**config.mk**
```make
export PLATFORM = sky130hd
export DESIGN_NAME = plab4_net_router_domain_sched
export DESIGN_NICKNAME = d
export VERILOG_FILES = /design/src/rtl/plab4_net_router_domain_sched.sv
export SDC_FILE = /design/constraint.sdc
export NUM_CORES = 1
export LEC_CHECK = 0
export BUFFER_PORTS_ARGS = -buffer_cell sky130_fd_sc_hd__clkbuf_2
export CORE_UTILIZATION = 45
export DETAILED_ROUTE_END_ITERATION = 12
export GPL_TIMING_DRIVEN = 0
export PLACE_DENSITY = 0.77
export SLEW_MARGIN = 20
export SYNTH_ARGS = -nofsm -noshare
export SYNTH_HDL_FRONTEND = slang
export SYNTH_SLANG_ARGS = --single-unit
```
**constraint.sdc**
```tcl
create_clock -name clk -period 4.35 [get_ports clk]
set_input_delay 0.435 -clock clk [delete_from_list [all_inputs] [get_ports clk]]
set_output_delay 0.435 -clock clk [all_outputs]
set_load 0.02 [all_outputs]
```
**src/rtl/plab4_net_router_domain_sched.sv**
```systemverilog
// Time-slot scheduler for a router shared between security domains.
// Each domain owns the router for a fixed slot of p_slot_len cycles. The last
// p_dead_len cycles of every slot are a dead window in which no new flits may
// be injected, so the current domain's traffic can drain before the next
// domain takes over. Slot length never depends on traffic.
//
// Ports:
//   clk         - clock, rising edge
//   reset       - asynchronous active-low reset
//   en          - scheduler enable, honoured only at slot boundaries
//   drain_busy  - current domain still has flits in flight
//   clr_err     - clears leak_err (a simultaneous set wins)
//   cur_sd      - domain owning the router this cycle
//   issue_ok    - injection permitted for cur_sd (high only in ACTIVE)
//   slot_cnt    - cycle index within the current slot
//   epoch_start - pulse on the first cycle of domain 0's slot
//   leak_err    - sticky flag: a slot ended while drain_busy was high
module plab4_net_router_domain_sched #(
    parameter int unsigned p_num_domains = 2,
    parameter int unsigned p_slot_len    = 16,
    parameter int unsigned p_dead_len    = 3,
    localparam int unsigned c_sdw        = $clog2(p_num_domains),
    localparam int unsigned c_cntw       = $clog2(p_slot_len)
) (
    input  logic              clk,
    input  logic              reset,
    input  logic              en,
    input  logic              drain_busy,
    input  logic              clr_err,
    output logic [c_sdw-1:0]  cur_sd,
    output logic              issue_ok,
    output logic [c_cntw-1:0] slot_cnt,
    output logic              epoch_start,
    output logic              leak_err
);

    typedef enum logic [1:0] {
        ST_IDLE   = 2'd0,
        ST_ACTIVE = 2'd1,
        ST_DEAD   = 2'd2
    } state_t;

    // Last slot index, and last index before the dead window begins
    localparam logic [c_cntw-1:0] c_cnt_last   = c_cntw'(p_slot_len - 1);
    localparam logic [c_cntw-1:0] c_cnt_act_end = c_cntw'(p_slot_len - p_dead_len - 1);
    localparam logic [c_sdw-1:0]  c_sd_last    = c_sdw'(p_num_domains - 1);

    state_t            state_q, state_d;
    logic [c_cntw-1:0] cnt_q, cnt_d;
    logic [c_sdw-1:0]  sd_q, sd_d;
    logic              issue_ok_q, issue_ok_d;
    logic              epoch_q, epoch_d;
    logic              leak_q, leak_d;
    logic              boundary_c;

    // Slot boundary: final cycle of the dead window
    assign boundary_c = (state_q == ST_DEAD) && (cnt_q == c_cnt_last);

    // State and output registers
    always_ff @(posedge clk or negedge reset) begin
        if (!reset) begin
            state_q    <= ST_IDLE;
            cnt_q      <= '0;
            sd_q       <= '0;
            issue_ok_q <= 1'b0;
            epoch_q    <= 1'b0;
            leak_q     <= 1'b0;
        end else begin
            state_q    <= state_d;
            cnt_q      <= cnt_d;
            sd_q       <= sd_d;
            issue_ok_q <= issue_ok_d;
            epoch_q    <= epoch_d;
            leak_q     <= leak_d;
        end
    end

    // Next-state and next-output decode
    always_comb begin
        state_d = state_q;
        cnt_d   = cnt_q;
        sd_d    = sd_q;

        unique case (state_q)
            ST_IDLE: begin
                cnt_d = '0;
                sd_d  = '0;
                if (en) begin
                    state_d = ST_ACTIVE;
                end
            end
            ST_ACTIVE: begin
                cnt_d = cnt_q + c_cntw'(1);
                if (cnt_q == c_cnt_act_end) begin
                    state_d = ST_DEAD;
                end
            end
            ST_DEAD: begin
                if (cnt_q == c_cnt_last) begin
                    cnt_d = '0;
                    if (en) begin
                        state_d = ST_ACTIVE;
                        sd_d    = (sd_q == c_sd_last) ? '0 : sd_q + c_sdw'(1);
                    end else begin
                        state_d = ST_IDLE;
                        sd_d    = '0;
                    end
                end else begin
                    cnt_d = cnt_q + c_cntw'(1);
                end
            end
            default: begin
                state_d = ST_IDLE;
                cnt_d   = '0;
                sd_d    = '0;
            end
        endcase

        // Registered decodes of the next state keep outputs free of input paths
        issue_ok_d = (state_d == ST_ACTIVE);
        epoch_d    = (state_d == ST_ACTIVE) && (cnt_d == '0) && (sd_d == '0);

        // Set dominates clear
        leak_d = (boundary_c && drain_busy) || (leak_q && !clr_err);
    end

    assign cur_sd      = sd_q;
    assign issue_ok    = issue_ok_q;
    assign slot_cnt    = cnt_q;
    assign epoch_start = epoch_q;
    assign leak_err    = leak_q;

endmodule

```
==> qor.yml <==
cts:
  cts-root-buf: "clkbuf_4"
  cts_max_level: 1
  cts.sinks: 10
  clk_latency_ps: 260
  postCtsHoldBufs: 0
  cts_tree: "done"
  cts_buffers: 3
  clk_pin_slew_ps: 70
  post_cts_resized: 0
  post_cts_buffers: 0
  clock_path_buffers: 2
die:
  num_rows: 12
  dieWidth_um: 39.0
  pin_count: 13
  core_area_um2: 1190
  fp.dieH_um: 39.0
  start_util_pct: 52.0
  dieArea_um2: 1520
setup_path:
  worst_path_max_delay_cell: "dfrtp_1"
  start_kind: "flop"
  cp.arrival_ps: 1910
  cp_max_fo: 6
  crit_required_ps: 4500
  crit_path_max_incr_delay_ps: 440
  cp_cell_sequence: "inv_1 > ha_1 > nand4_1 > a21oi_1 > nand3_1 > a2111oi_2"
  reg2reg_slack_ps: 2600
  end_kind: "flop"
  critPathTopFamily: "compound AO/OA/AOI/OAI gates"
  path_buf_inv: 1
  critical_path_class: "flop to flop"
detailed_routing:
  vias_per_cell: 5.41
  drcViolationCount: 0
  ant_nets: 0
  drtIter0Drc: 20
  wl_per_cell_um: 12.7
  num_vias: 498
  wl_um: 1170
  drt_first_pass_iters: 5
synth:
  synth_warnings: 0
  synth_fp_nets: 73
  avgSynthCellArea_um2: 9.95
  synth_cells: 62
  ys_ff_latch: 10
  yosysSeqAreaShare_pct: 40.6
  synth.distinct_cells: 27
  syn_area_um2: 617
timing:
  slew_headroom_pct: 80.0
  maxSlewViolCount: 0
  finClkSkew_ps: 6.16
  fin_ws_ps: 2600
  finalCriticalPeriod_ps: 1750
  fmax_mhz: 570
  setup_violations: 0
  hold_slack_ps: 18.2
  worst_pin_slew_ps: 300
  fin_crit_sh_pct: 40.3
  setup_tns_ps: 0
  hold_viol_final: 0
  rsz0062_at_grt: "false"
run:
  cap_violations: 0
grt:
  grt_use_total_pct: 20.5
  grt_pass1_vias: 471
  grt_pass1_wl_um: 2020
  grt_max_degree: 11
  grt_antenna_before_repair: 0
  globalRouteOverflowTotal: 0
hold_path:
  hold_class: "primary input to asynchronous set/reset pin"
final_layout:
  syn_to_final_growth_pct: 18.5
  nNetsFinal: 90
  antenna_cells: 0
  final_common_cell: "clkbuf_2"
  final_cell_mix: "12 x clkbuf_2, 10 x dfrtp_1, 8 x inv_1, 6 x ha_1"
  drive_above_1_share_pct: 28.2
place:
  pre_cts_ws_ps: 2590
  hpwlAfterDp_um: 915
  io_buffers: 12
  gp_congestion: 0.877
outcome:
  status: "finished, final reports clean"
power_and_ir_drop:
  ir_worst_vdd_v: 0.000284
  p_per_area_nw_per_um2: 529
  power_leakage_nw: 0.364
[kinds of logic after synthesis]
logic type      synth area share [%]
compound gates                  17.4
xor+xnor                        2.84
flops                           40.6
fa+ha+maj                       12.2
buf+inv                         7.91
simple gates                    19.1
[layer usage]
| metal | GRT usage [%] | part of all wire [%] | vias to the layer above |
|---|---|---|---|
| li1 | - | - | 249 |
| met2 | 35.8 | 50 | 20 |
| met3 | 8.67 | 6.8 | 0 |
| met4 | 2.59 | 0 | 0 |
| met1 | 23.6 | 43 | 229 |
| met5 | 0 | 0 | - |
[synthesized netlist by cell type]
master	count	area share, %
buf_6	1	1.8
o22ai_1	1	1.0
a31oi_2	1	2.0
o2111a_1	1	1.8
nand4b_1	1	1.4
inv_1	8	4.9
o21a_1	1	1.2
or2_4	1	1.4
nand3b_1	1	1.2
nand3_1	5	4.1
ha_1	6	12
nand2b_1	2	2.0
nor2_1	5	3.0
a211o_1	1	1.4
or3_1	1	1.0
buf_4	1	1.2
a221o_1	1	1.6
nor2b_1	1	1.0
o22ai_2	1	2.0
a41oi_1	1	1.4
nand2_1	3	1.8
dfrtp_1	10	41
a21oi_1	3	2.4
nand4_1	1	1.0
xor2_1	2	2.8
and2_1	1	1.0
a2111oi_2	1	2.4
[through the flow]
stage                     instances  utilization [%]  instance area (µm²)  total power [mW]
after floorplan                  62                -                  617             0.262
after global placement           88             58.5                  694             0.304
after detailed placement         88             58.5                  694             0.307
after CTS                        92             61.6                  731             0.390
after global routing             92             61.6                  731             0.422
final                            92             61.6                  731             0.387
[where the power goes]
| group | switching, mW | total (mW) | internal [mW] |
|---|---|---|---|
| combinational | 0.0979 | 0.168 | 0.0702 |
| sequential | 0.0211 | 0.136 | 0.115 |
| clock | 0.0315 | 0.0823 | 0.0508 |
[path summary, 6_finish.rpt]
path / depth (start not counted) / startpoint / endpoint
worst min register to register: 1 / slot_cnt[0] / slot_cnt[0]
max in group asynchronous: 1 / reset / state_q[1]
worst max register to register: 6 / state_q[0] / epoch_start
worst min-delay path: 1 / reset / leak_err
min in group clk: 2 / clr_err / leak_err
worst max-delay path: 6 / state_q[0] / epoch_start
[registers in the layout, summed over array words and instances (netlist names)]
signal	count
slot_cnt	4
cur_sd	1
issue_ok	1
leak_err	1
state_q	2
epoch_start	1
[cell type report]
type | count | area [µm²]
buffer | 2 | 18.8
clock buffer | 4 | 36.3
fill | 103 | 455
inverter | 8 | 30.0
multi-input combinational | 42 | 318
sequential | 10 | 250
tap | 14 | 17.5
timing repair buffer | 12 | 60.1
Power figures use the tool's default switching activity.
